### src/rtl/hazard_scoreboard.sv
// ID-stage hazard unit: shift-register scoreboard of in-flight GPR writes with per-entry
// result latency, producing the ID stall, rs/rt bypass selects and the HI/LO interlock.
module hazard_scoreboard #(
  parameter int NSTAGE  = 3,
  parameter int MAX_LAT = 3,
  parameter int MD_LAT  = 8,
  parameter int SELW    = $clog2(NSTAGE + 1)
) (
  input  logic                           clk,
  input  logic                           reset,
  input  logic                           id_valid,
  input  logic [4:0]                     id_rs,
  input  logic [4:0]                     id_rt,
  input  logic                           id_use_rs,
  input  logic                           id_use_rt,
  input  logic                           id_early,
  input  logic                           id_reg_write,
  input  logic [4:0]                     id_rw,
  input  logic [$clog2(MAX_LAT+1)-1:0]   id_lat,
  input  logic                           id_md_start,
  input  logic                           id_use_hilo,
  input  logic                           flush_id,
  input  logic                           flush_all,
  output logic                           stall,
  output logic [SELW-1:0]                fwd_rs_sel,
  output logic [SELW-1:0]                fwd_rt_sel,
  output logic                           md_busy
);

  localparam int REMW = $clog2(MAX_LAT + 1);
  localparam int MDW  = $clog2(MD_LAT + 1);

  typedef struct packed {
    logic            v;
    logic [4:0]      rw;
    logic [REMW-1:0] rem;
  } entry_t;

  entry_t          sb_q [NSTAGE];
  entry_t          sb_d [NSTAGE];
  logic [MDW-1:0]  md_cnt_q, md_cnt_d;

  logic            gpr_hazard;
  logic            md_hazard;
  logic            stall_raw;
  logic [SELW-1:0] rs_sel, rt_sel;
  logic [REMW-1:0] lat_sat;
  logic            insert;
  logic            md_load;

  // Hazard detection and bypass selection, all from pre-shift state.
  always_comb begin
    gpr_hazard = 1'b0;
    rs_sel     = '0;
    rt_sel     = '0;
    // Walk oldest to youngest so the youngest ready match wins the select.
    for (int i = NSTAGE - 1; i >= 0; i--) begin
      if (sb_q[i].v && id_use_rs && id_rs != 5'd0 && sb_q[i].rw == id_rs) begin
        if (id_early ? (sb_q[i].rem != '0) : (sb_q[i].rem > REMW'(1))) gpr_hazard = 1'b1;
        if (sb_q[i].rem == '0) rs_sel = SELW'(i + 1);
      end
      if (sb_q[i].v && id_use_rt && id_rt != 5'd0 && sb_q[i].rw == id_rt) begin
        if (id_early ? (sb_q[i].rem != '0) : (sb_q[i].rem > REMW'(1))) gpr_hazard = 1'b1;
        if (sb_q[i].rem == '0) rt_sel = SELW'(i + 1);
      end
    end
  end

  assign md_hazard = (id_use_hilo || id_md_start) && (md_cnt_q != '0);
  assign stall_raw = id_valid && (gpr_hazard || md_hazard);

  // Outputs are held at their idle values while reset is asserted.
  always_comb begin
    stall      = 1'b0;
    fwd_rs_sel = '0;
    fwd_rt_sel = '0;
    md_busy    = 1'b0;
    if (!reset) begin
      stall      = stall_raw;
      fwd_rs_sel = rs_sel;
      fwd_rt_sel = rt_sel;
      md_busy    = (md_cnt_q != '0);
    end
  end

  always_comb begin
    lat_sat = id_lat;
    if (int'(id_lat) > MAX_LAT) lat_sat = REMW'(MAX_LAT);
  end

  assign insert  = id_valid && !stall_raw && !flush_id && id_reg_write && (id_rw != 5'd0);
  assign md_load = id_valid && id_md_start && !stall_raw && !flush_id;

  always_comb begin
    for (int i = 0; i < NSTAGE; i++) sb_d[i] = '0;
    for (int i = 1; i < NSTAGE; i++) begin
      sb_d[i] = sb_q[i-1];
      if (sb_q[i-1].rem != '0) sb_d[i].rem = sb_q[i-1].rem - REMW'(1);
    end
    if (insert) begin
      sb_d[0].v   = 1'b1;
      sb_d[0].rw  = id_rw;
      sb_d[0].rem = lat_sat;
    end

    md_cnt_d = md_cnt_q;
    if (md_load) begin
      md_cnt_d = MDW'(MD_LAT);
    end else if (md_cnt_q != '0) begin
      md_cnt_d = md_cnt_q - MDW'(1);
    end

    if (flush_all) begin
      for (int i = 0; i < NSTAGE; i++) sb_d[i].v = 1'b0;
      md_cnt_d = '0;
    end
  end

  always_ff @(posedge clk) begin
    if (reset) begin
      for (int i = 0; i < NSTAGE; i++) sb_q[i] <= '0;
      md_cnt_q <= '0;
    end else begin
      for (int i = 0; i < NSTAGE; i++) sb_q[i] <= sb_d[i];
      md_cnt_q <= md_cnt_d;
    end
  end

endmodule

### config.mk
export PLATFORM = sky130hd
export DESIGN_NAME = hazard_scoreboard
export DESIGN_NICKNAME = d
export VERILOG_FILES = /design/src/rtl/hazard_scoreboard.sv
export SDC_FILE = /design/constraint.sdc
export NUM_CORES = 1
export LEC_CHECK = 0
export ABC_AREA = 1
export BUFFER_PORTS_ARGS = -buffer_cell sky130_fd_sc_hd__buf_2
export CAP_MARGIN = 20
export CORE_MARGIN = 2
export CORE_UTILIZATION = 54
export DETAILED_ROUTE_END_ITERATION = 6
export PLACE_DENSITY_LB_ADDON = 0.2
export SYNTH_ARGS = -nofsm -noshare
export SYNTH_HDL_FRONTEND = slang
export SYNTH_SLANG_ARGS = --single-unit
### constraint.sdc
create_clock -name clk -period 1.9 [get_ports clk]
set_input_delay 0.475 -clock clk [delete_from_list [all_inputs] [get_ports clk]]
set_output_delay 0.475 -clock clk [all_outputs]
set_load 0.03 [all_outputs]
==> qor.csv, run 1 <==
metric,value,unit
DIE AREA,3524,um^2
starting density of the core,55.59,%
# diodes,0,
synth warn,0,
worst hold path class,in2reg,
H-tree depth,1,
area occupied by multi-input gates,982.2,um^2
Switching Fraction,29.71,%
Core Area,2978,um^2
# hold bufs at CTS,0,
P_int,0.8480,mW
1st-pass router iterations,4,
gpl congestion,0.9114,
share of power burned in registers,50.6,%
Layout Cells excl Fill,362,
Setup CP Type,reg2out,
Worst EP required,1.42,ns
CTS tree,done,
1st-iter DRT viols,114,
post-synth design cell area,1655,um^2
status,finished with violations,
Die Height,59.37,um
Fin. Hold Viols,0,
total gr overflow,0,
area grow syn2layout,29.40,%
vias in the first global route,1477,
largest net degree at the start of global routing,16,
dpl ws,-0.2747,ns
Tmin final,2.219,ns
CP endpoint kind,output pin,
worst slew pin tran,0.2892,ns
first-pass GRT wire length,6.037,mm
# setup viols final,5,
Worst Clk Skew,0.01304,ns
clock power share,24.5,%
CP Launch Type,flip-flop,
worst-skew pair later-pin latency,0.33,ns
failing checks,setup timing,
clk buf depth,2,
crit share post-route,116.8,%
FILL cells,268,
net switching power figure,0.3584,mW
Buffers on Ports,33,
Max-cap violations,0,
register bit total from synthesis,28,
Clock transition at path regs,0.16,ns
dpl cells,353,
final slew viol count,0,
via count,1767,
routed vias/inst,4.881,
DRC,0,
WL/cell,10.86,um
placed wire-length estimate,3.021,mm
CTS Root Cell,clkbuf_4,
minimum hold slack,0.2725,ns
Logic pwr share,24.9,%
Max IR drop VDD,0.0004514,V
Total GRT Usage,22.57,%
io pins,34,
Slew HR,80.72,%
initial antenna violation count,0,
clock sink count,28,
Final nets,360,
FMAX,450.6,MHz
WL final,3.933,mm
Rows,20,
Mapped Avg Cell Area,5.870,um^2
final worst setup slack,-0.3195,ns
sequential share of the synthesized area,33.86,%
RSZ-0062 raised after global routing,true,
total power density per cell area,563.2,nW/um^2
layout cell share with drive strength beyond 1,33.74,%
DRT antenna net count,0,
P_leak,1.051,nW
setup_tns,-1.438,ns
unique cell type count in the Yosys netlist,19,
DIE WIDTH,59.37,um
Worst EP arrival,1.74,ns
register area,586.8,um^2
CTS Buf Count,3,
post-synthesis cell count,282,
crit path max fanout,3,
syn_nets,312,
worst paths after layout:
check,startpoint,endpoint,slack [ns],depth (start not counted)
max reg2reg,sb_q[0][13],md_cnt_q[2],0.28,13
min,flush_all,sb_q[0][7],0.27,2
max,sb_q[0][13],fwd_rt_sel[1],-0.32,10
min reg2reg,sb_q[0][0],sb_q[0][8],0.45,1
layer usage:
metal  GRT usage (%)  up-vias  routed length [um]  part of all wire (%)
li1                -      927                   -                     -
met1           30.16      777                1782                    45
met2           38.46       57                1878                    48
met3           1.965        6                 208                   5.3
met4           6.818        0                  63                   1.6
met5               0        -                   0                     0
synthesized netlist by cell type (all sizes together):
cell type	number	area, um^2
a211oi	2	15.01
a21oi	11	55.05
clkbuf	2	7.510
dfxtp	28	560.5
ha	2	25.02
inv	58	217.7
nand2	95	359.1
nand3	13	70.07
nand4	1	21.27
nor2	51	206.5
nor3	7	35.03
o21ai	6	30.03
xnor2	5	43.79
xor2	1	8.760
worst max-delay path, cell delays in order (launching register included):
cell and delay [ns]:
dfxtp_2 0.40, inv_2 0.06, nand2_2 0.06, nand2_1 0.05
inv_1 0.05, nand2_1 0.05, nor2_2 0.13, buf_4 0.12
nand3_2 0.08, a211oi_2 0.22, buf_4 0.18
flip-flops by register name, indices dropped and copies added, names as in the netlist:
| register | cells |
|---|---|
| md_cnt_q | 4 |
| sb_q | 24 |
final cells by class:
type | instances | share of cell area (%)
Sequential cell | 28 | 27.39
Tap cell | 33 | 1.928
Inverter | 58 | 10.16
Multi-Input combinational cell | 194 | 45.85
Clock buffer | 4 | 1.694
Timing Repair Buffer | 45 | 12.97
power by group through the flow:
stage / Sequential, mW / Clock [mW] / Combinational [mW]
floorplan: 0.620 / 0 / 0.160
global placement: 0.622 / 0 / 0.253
detailed placement: 0.622 / 0 / 0.257
CTS: 0.610 / 0.300 / 0.278
global route: 0.613 / 0.319 / 0.333
finish: 0.611 / 0.295 / 0.300
logic make-up (layout without fill, tap and decap cells):
| kind of cell | Yosys count | count (layout) | synth area share [%] |
|---|---|---|---|
| buffers and inverters | 60 | 107 | 13.61 |
| XOR/XNOR | 6 | 6 | 3.175 |
| AO/OA/AOI/OAI | 19 | 19 | 6.047 |
| flip-flops | 28 | 28 | 33.86 |
| adder cells (fa/ha/maj) | 2 | 2 | 1.511 |
| AND/OR/NAND/NOR | 167 | 167 | 41.80 |
timing repair:
item	in CTS	in global routing
pin swaps	6	14
gates resized for setup	28	34
buffers inserted	3	5
setup endpoints to repair	6	6
stage by stage:
step | instance area [um^2] | utilization, % | power (mW)
2_1_floorplan | 1677 | - | 0.7802
4_1_cts | 2039 | 68.49 | 1.189
6_report | 2142 | 71.93 | 1.206
3_3_place_gp | 1928 | 64.75 | 0.8748
5_1_grt | 2142 | 71.93 | 1.265
3_5_place_dp | 1928 | 64.75 | 0.8787
layout by cell type, fill, tap and decap left out, types with 3 or more instances in the layout:
cell type / instances
dfxtp_2: 18
o21ai_0: 5
buf_2: 27
nor2_1: 39
nor2_4: 3
nand2_2: 6
clkbuf_4: 3
inv_1: 47
a21oi_2: 4
buf_4: 16
inv_2: 11
nand3_2: 3
nand2_1: 89
nor3_1: 6
nand3_1: 10
a21oi_1: 7
nor2_2: 9
xnor2_1: 4
dfxtp_1: 9
(Power assumes the default switching activity.)
==> inputs of run 2 (changes only) <==
--- a/config.mk
+++ b/config.mk
@@ -5,11 +5,10 @@
 export SDC_FILE = /design/constraint.sdc
 export NUM_CORES = 1
 export LEC_CHECK = 0
-export ABC_AREA = 1
 export BUFFER_PORTS_ARGS = -buffer_cell sky130_fd_sc_hd__buf_2
 export CAP_MARGIN = 20
 export CORE_MARGIN = 2
-export CORE_UTILIZATION = 54
+export CORE_UTILIZATION = 52
 export DETAILED_ROUTE_END_ITERATION = 6
 export PLACE_DENSITY_LB_ADDON = 0.2
 export SYNTH_ARGS = -nofsm -noshare
==> run 2 against run 1 <==
Against the previous run:
- the flow still finishes with violations (setup timing)
- area after synthesis is 13% lower
- sequential power is 1% higher
- clock skew is 0.0083 ns lower
- first-iteration DRC count is 59% lower
- worst hold slack better by 0.081 ns
- sequential share of layout area is 0.27 points higher
- register-to-register slack worse by 0.32 ns
- utilization is 5.9 points higher
- fmax is 17% lower
- count of clock-buffer cells in the layout is 1 lower
- global-route usage is 2.9 points higher
- critical path type is now in2out
- highest routed layer unchanged
==> qor.csv, run 2 <==
metric,value,unit,change
status,finished with violations,,unchanged
failing checks,setup timing,,unchanged
worst hold path class,in2reg,,unchanged
WL/cell,17.13,um,was 10.86 um
share of power burned in registers,44.9,%,was 50.6%
Logic pwr share,25.9,%,was 24.9%
final core utilization,77.78,%,was 71.93%
hold_sp,id_lat[0],,was flush_all
starting density of the core,53.42,%,was 55.59%
Hold Path Stages,3,,was 2
final worst setup slack,-0.7797,ns,was -0.3195 ns
crit-path cells,buf_4 -> or4_1 -> o21a_1 -> nand4_1 -> buf_4 -> nor3_4 -> buf_4 -> a21oi_4 -> nor2_4 -> buf_4,,was inv_2 -> nand2_2 -> nand2_1 -> inv_1 -> nand2_1 -> nor2_2 -> buf_4 -> nand3_2 -> a211oi_2 -> buf_4
placed wire-length estimate,2.760,mm,was 3.021 mm
minimum hold slack,0.3534,ns,was 0.2725 ns
largest net degree at the start of global routing,17,,was 16
Total GRT Usage,25.49,%,was 22.57%
Worst Hold End,sb_q[0][0],,was sb_q[0][7]
1st-iter DRT viols,47,,was 114
clock sink count,28,,unchanged
P_leak,0.9108,nW,was 1.051 nW
RSZ-0062 raised after global routing,true,,unchanged
Post-DP Area,1755,um^2,was 1928 um^2
Total Power,1.378,mW,was 1.206 mW
# setup viols final,9,,was 5
WL final,4.129,mm,was 3.933 mm
R2R Setup Slk,-0.04,ns,was 0.28 ns
CP max stage cell,or4_1,,was dfxtp_2
Post-synth EDFFs,0,,unchanged
final slew viol count,0,,unchanged
Buffers on Ports,33,,unchanged
H-tree depth,1,,unchanged
1st-pass router iterations,4,,unchanged
FILL cells,170,,was 268
"top cells by count, synth","dfxtp_1, xor2_1, nor3_1",,"was nand2_1, inv_1, nor2_1"
register bit total from synthesis,28,,unchanged
io pins,34,,unchanged
finished layout cell area,2090,um^2,was 2142 um^2
Max IR drop VDD,0.0005921,V,was 0.0004514 V
Rows,19,,was 20
ys async rst share,0,%,unchanged
initial antenna violation count,0,,unchanged
Layout Cells excl Fill,241,,was 362
via count,1380,,"was 1,767"
Max-cap violations,0,,unchanged
Fin. Hold Viols,0,,unchanged
post-synth design cell area,1435,um^2,was 1655 um^2
top flop regs,"sb_q: 24 flops, md_cnt_q: 4 flops",,unchanged
"most common cell after layout, fill and taps aside",buf_4,,was nand2_1
DIE WIDTH,56.54,um,was 59.37 um
area grow syn2layout,45.60,%,was 29.40%
total gr overflow,0,,unchanged
top-area cell type share of the netlist area,39.06,%,was 33.86%
DIE AREA,3196,um^2,was 3524 um^2
layout cell share with drive strength beyond 1,48.57,%,was 33.74%
CTS tree,done,,unchanged
clock power share,29.2,%,was 24.5%
unique cell type count in the Yosys netlist,27,,was 19
FMAX,373.2,MHz,was 450.6 MHz
DRC,0,,unchanged
syn_nets,185,,was 312
CTS Buf Count,3,,unchanged
Worst EP required,1.42,ns,about the same
# diodes,0,,unchanged
Worst path top cell family by delay,simple AND/OR/NAND/NOR gates,,was buffers and inverters
Final nets,241,,was 360
total power density per cell area,659.3,nW/um^2,was 563.2 nW/um^2
setup_tns,-3.621,ns,was -1.438 ns
dpl ws,-0.7462,ns,was -0.2747 ns
Crit Reg-Reg Endpoint,md_cnt_q[1],,was md_cnt_q[2]
synth warn,0,,unchanged
Setup CP Type,in2out,,was reg2out
post-synthesis cell count,155,,was 282
clk buf depth,2,,unchanged
worst-skew pair later-pin latency,0.34,ns,was 0.33 ns
largest cells by area after synthesis,"dfxtp_1, xor2_1, nor3_1",,"was dfxtp_1, nand2_1, inv_1"
Worst EP arrival,2.20,ns,was 1.74 ns
Critical Path Stages,10,,unchanged
"commonest cells after routing, fill and taps aside","buf_4, xor2_1, buf_2, dfxtp_1, nor2b_1",,"was nand2_1, inv_1, nor2_1, buf_2, dfxtp_2"
reg2reg start,sb_q[0][10],,was sb_q[0][13]
Switching Fraction,27.69,%,was 29.71%
crit path max fanout,4,,was 3
Tmin final,2.680,ns,was 2.219 ns
net switching power figure,0.3815,mW,was 0.3584 mW
"Primary FF master, synth",dfxtp_1,,unchanged
Die Height,56.54,um,was 59.37 um
CP Launch Type,input pin,,was flip-flop
worst setup path startpoint,id_rt[2],,was sb_q[0][13]
CTS Root Cell,clkbuf_4,,unchanged
Slew HR,47.34,%,was 80.72%
Core Area,2686,um^2,was 2978 um^2
first-pass GRT wire length,6.334,mm,was 6.037 mm
worst slew pin tran,0.7847,ns,was 0.2892 ns
dominant cell type by area after synthesis,dfxtp_1,,unchanged
P_int,0.9961,mW,was 0.8480 mW
routed vias/inst,5.726,,was 4.881
crit share post-route,141.0,%,was 116.8%
Worst Clk Skew,0.004757,ns,was 0.01304 ns
CP endpoint kind,output pin,,unchanged
Max stage delay on crit path,0.52,ns,was 0.40 ns
"count leader, synth",dfxtp_1,,was nand2_1
Crit path buffers/inverters,4,,unchanged
reg2reg path depth,6,,was 13
Largest Register,sb_q,,unchanged
Mapped Avg Cell Area,9.259,um^2,was 5.870 um^2
dpl cells,229,,was 353
sequential share of the synthesized area,39.06,%,was 33.86%
CP most frequent cell,buf_4,,
Clock transition at path regs,0.16,ns,about the same
DRT antenna net count,0,,unchanged
max reg flops,24,,unchanged
gpl congestion,0.8974,,was 0.9114
vias in the first global route,1351,,"was 1,477"
-- run 2: changes by cell type after synthesis, sizes merged, moves of 6 or more --
cell,delta
nor4,+9
nand3,-13
nor2b,+10
inv,-49
xor2,+23
nand4,+6
nor3,+10
nand2,-95
nor2,-43
-- run 2: power groups by stage --
stage	logic, mW	clock network (mW)	registers, mW
3_3_place_gp	0.253	0	0.627
6_report	0.357	0.402	0.618
4_1_cts	0.335	0.401	0.619
5_1_grt	0.381	0.440	0.620
3_5_place_dp	0.267	0	0.628
2_1_floorplan	0.156	0	0.624
-- run 2: worst max path at each step --
stage / endpoint / slack (ns)
after detailed placement: stall / -0.75
after global routing: fwd_rt_sel[0] / -0.82
after CTS: stall / -0.72
after floorplan: stall / -0.48
after global placement: stall / -0.71
final: fwd_rt_sel[0] / -0.78
-- run 2: worst reg2reg max path: stages (launching register included) --
cell     delay [ns]
dfxtp_2        0.37
xor2_1         0.15
nor4_2         0.30
nand4_1        0.23
a21o_2         0.30
and4_2         0.26
nor4_2         0.24
-- run 2: final cells by class --
cell class | instances | area [um^2] | share of cell area, %
multi-input cells | 116 | 1023 | 48.98
flip-flops and latches | 28 | 578.1 | 27.66
repair buffers | 53 | 362.8 | 17.37
well taps | 31 | 38.79 | 1.856
inverters | 9 | 33.78 | 1.617
clock inverters | 1 | 30.03 | 1.437
clock buffers | 3 | 22.52 | 1.078
-- run 2: per-layer routing --
layer  wire, um  GRT usage, %  vias to the layer above
met2       2167         40.53                       60
met1       1647         35.12                      650
li1           -             -                      656
met3        212         3.456                       14
met4        102         9.524                        0
met5          0             0                        -
-- run 2: repair_timing --
item	in CTS	in global routing
hold buffers	0	0
pin swaps	15	19
setup endpoints to repair	8	15
gates resized for setup	38	20
setup buffers	6	4
-- run 2: cell families after synthesis --
group	count (synthesis)	share of synthesized area (%)
AO/OA/AOI/OAI	15	8.196
XOR/XNOR	32	19.53
adder cells (fa/ha/maj)	2	1.743
buffers and inverters	11	2.877
flip-flops	28	39.06
AND/OR/NAND/NOR	67	28.60
==> inputs of run 3 (changes only) <==
--- a/config.mk
+++ b/config.mk
@@ -7,8 +7,11 @@
 export LEC_CHECK = 0
 export BUFFER_PORTS_ARGS = -buffer_cell sky130_fd_sc_hd__buf_2
 export CAP_MARGIN = 20
+export CELL_PAD_IN_SITES_DETAIL_PLACEMENT = 1
+export CELL_PAD_IN_SITES_GLOBAL_PLACEMENT = 1
 export CORE_MARGIN = 2
-export CORE_UTILIZATION = 52
+export CORE_UTILIZATION = 39
+export CTS_CLUSTER_SIZE = 28
 export DETAILED_ROUTE_END_ITERATION = 6
 export PLACE_DENSITY_LB_ADDON = 0.2
 export SYNTH_ARGS = -nofsm -noshare
==> run 3 against run 2 <==
Against the previous run:
- the run still ends with setup timing left
- first-iteration DRC count shrank 13%
- power grew 5.8%
- sequential power is essentially flat
- die area grew 31%
- sequential share of layout area shrank 1.2 points
- global-route usage shrank 3.4 points
- wire length grew 14%
- non-clock buffer count grew 5
- highest routed layer unchanged
- utilization shrank 18 points
- critical path type unchanged
- largest power group unchanged
- critical path depth shrank 2
- critical endpoint is now stall
- combinational power grew 2%
==> qor.csv, run 3 (same netlist as run 2, synthesis figures left out) <==
metric,value,unit,change
Total GRT Usage,22.06,%,was 25.49%
clk buf depth,2,,unchanged
Largest Register,sb_q,,unchanged
Slew HR,52.27,%,was 47.34%
Final nets,246,,was 241
hold_sp,id_lat[1],,was id_lat[0]
P_int,1.069,mW,was 0.9961 mW
net switching power figure,0.3885,mW,was 0.3815 mW
share of power burned in registers,42.5,%,was 44.9%
top flop regs,"sb_q: 24 flops, md_cnt_q: 4 flops",,unchanged
failing checks,setup timing,,unchanged
DIE WIDTH,64.66,um,was 56.54 um
initial antenna violation count,0,,unchanged
via count,1366,,"was 1,380"
Core Area,3606,um^2,was 2686 um^2
register area,570.5,um^2,was 578.1 um^2
met3 routed WL,176,um,was 212 um
Buffers on Ports,33,,unchanged
worst setup path startpoint,id_rs[1],,was id_rt[2]
crit-path cells,buf_6 -> or4_4 -> o21a_1 -> nand4_1 -> a21o_2 -> o2111ai_4 -> and3b_2 -> buf_6,,was buf_4 -> or4_1 -> o21a_1 -> nand4_1 -> buf_4 -> nor3_4 -> buf_4 -> a21oi_4 -> nor2_4 -> buf_4
status,finished with violations,,unchanged
CTS Root Cell,clkbuf_8,,was clkbuf_4
P_leak,0.9511,nW,was 0.9108 nW
area occupied by multi-input gates,1005,um^2,was 1023 um^2
Fin. Hold Viols,0,,unchanged
minimum hold slack,0.4128,ns,was 0.3534 ns
worst-skew pair later-pin latency,0.28,ns,was 0.34 ns
largest net degree at the start of global routing,17,,unchanged
clock sink count,28,,unchanged
WL/cell,17.91,um,was 17.13 um
CTS Buf Count,3,,unchanged
Worst path top cell family by delay,simple AND/OR/NAND/NOR gates,,unchanged
FMAX,379.9,MHz,was 373.2 MHz
CP Launch Type,input pin,,unchanged
Worst Clk Skew,0.004774,ns,was 0.004757 ns
placed wire-length estimate,3.246,mm,was 2.760 mm
RSZ-0062 raised after global routing,true,,unchanged
gpl congestion,0.9015,,was 0.8974
routed vias/inst,5.194,,was 5.726
"most common cell after layout, fill and taps aside",buf_4,,unchanged
Worst EP arrival,2.16,ns,was 2.20 ns
layout cell share with drive strength beyond 1,48.37,%,was 48.57%
# hold bufs at CTS,0,,unchanged
# diodes,0,,unchanged
CP most frequent cell,buf_6,,was buf_4
Worst EP required,1.42,ns,about the same
setup_tns,-3.748,ns,was -3.621 ns
clock power share,32.5,%,was 29.2%
final core utilization,59.78,%,was 77.78%
area grow syn2layout,50.22,%,was 45.60%
total gr overflow,0,,unchanged
DIE AREA,4181,um^2,was 3196 um^2
io pins,34,,unchanged
"commonest cells after routing, fill and taps aside","buf_4, xor2_1, buf_2, dfxtp_1",,"was buf_4, xor2_1, buf_2, dfxtp_1, nor2b_1"
H-tree depth,1,,unchanged
Switching Fraction,26.65,%,was 27.69%
worst hold path class,in2reg,,unchanged
Routed met1 length,1.967,mm,was 1.647 mm
CP endpoint kind,output pin,,unchanged
final slew viol count,0,,unchanged
Max-cap violations,0,,unchanged
reg2reg start,sb_q[0][20],,was sb_q[0][10]
WL final,4.711,mm,was 4.129 mm
DRC,0,,unchanged
CTS tree,done,,unchanged
max reg flops,24,,unchanged
final worst setup slack,-0.7322,ns,was -0.7797 ns
# setup viols final,15,,was 9
crit path max fanout,3,,was 4
DR WL met2,2.515,mm,was 2.167 mm
vias in the first global route,1465,,"was 1,351"
Max stage delay on crit path,0.52,ns,about the same
Logic pwr share,25.0,%,was 25.9%
Setup CP Type,in2out,,unchanged
worst slew pin tran,0.7112,ns,was 0.7847 ns
Clock transition at path regs,0.10,ns,was 0.16 ns
starting density of the core,39.80,%,was 53.42%
1st-pass router iterations,4,,unchanged
Rows,22,,was 19
1st-iter DRT viols,41,,was 47
Die Height,64.66,um,was 56.54 um
crit share post-route,138.5,%,was 141.0%
DRT antenna net count,0,,unchanged
CP max stage cell,or4_4,,was or4_1
total power density per cell area,676.2,nW/um^2,was 659.3 nW/um^2
FILL cells,408,,was 170
uppermost layer routed,met4,,unchanged
Tmin final,2.632,ns,was 2.680 ns
first-pass GRT wire length,7.058,mm,was 6.334 mm
Crit path buffers/inverters,2,,was 4
Max IR drop VDD,0.0004867,V,was 0.0005921 V
run 3: power by group through the flow:
stage / Clock [mW] / Sequential [mW] / Combinational (mW)
3_5_place_dp: 0 / 0.629 / 0.272
6_report: 0.473 / 0.620 / 0.365
2_1_floorplan: 0 / 0.624 / 0.156
3_3_place_gp: 0 / 0.628 / 0.257
4_1_cts: 0.479 / 0.618 / 0.348
5_1_grt: 0.509 / 0.622 / 0.393
run 3: tightest hold or removal path: stages:
cell and delay (ns):
buf_2 0.10, inv_1 0.04, nor3_1 0.04
run 3: path summary, 6_finish.rpt:
path	end	slack [ns]	depth (start not counted)
max	stall	-0.73	8
min	sb_q[0][1]	0.41	3
max reg2reg	md_cnt_q[0]	0	6
min reg2reg	sb_q[0][18]	0.50	1
run 3: what timing repair did:
action,4_1_cts,5_1_grt
setup buffers,6,7
endpoints found under the setup margin,17,17
pin swaps,14,17
cloned,0,0
gates resized for setup,42,15
run 3: layout make-up:
type | count | area share (%)
Sequential cell | 28 | 26.47
Multi-Input combinational cell | 116 | 46.60
Inverter | 9 | 1.567
Tap cell | 48 | 2.786
Timing Repair Buffer | 58 | 19.27
Clock buffer | 3 | 1.915
Clock inverter | 1 | 1.393
run 3: routing by layer:
| layer | up-vias | GRT usage [%] |
|---|---|---|
| li1 | 663 | - |
| met1 | 663 | 27.91 |
| met2 | 34 | 39.06 |
| met3 | 6 | 3.819 |
| met4 | 0 | 5.053 |
| met5 | - | 0 |
run 3: stage by stage:
step | worst slack [ns] | std cells | total power, mW | instance area (um^2)
after CTS | -0.7501 | 258 | 1.445 | 2063
after global placement | -0.7276 | 248 | 0.8851 | 1792
after detailed placement | -0.7868 | 248 | 0.9009 | 1792
after floorplan | -0.4797 | 155 | 0.7801 | 1469
final | -0.7322 | 263 | 1.458 | 2156
after global routing | -0.8068 | 263 | 1.524 | 2156
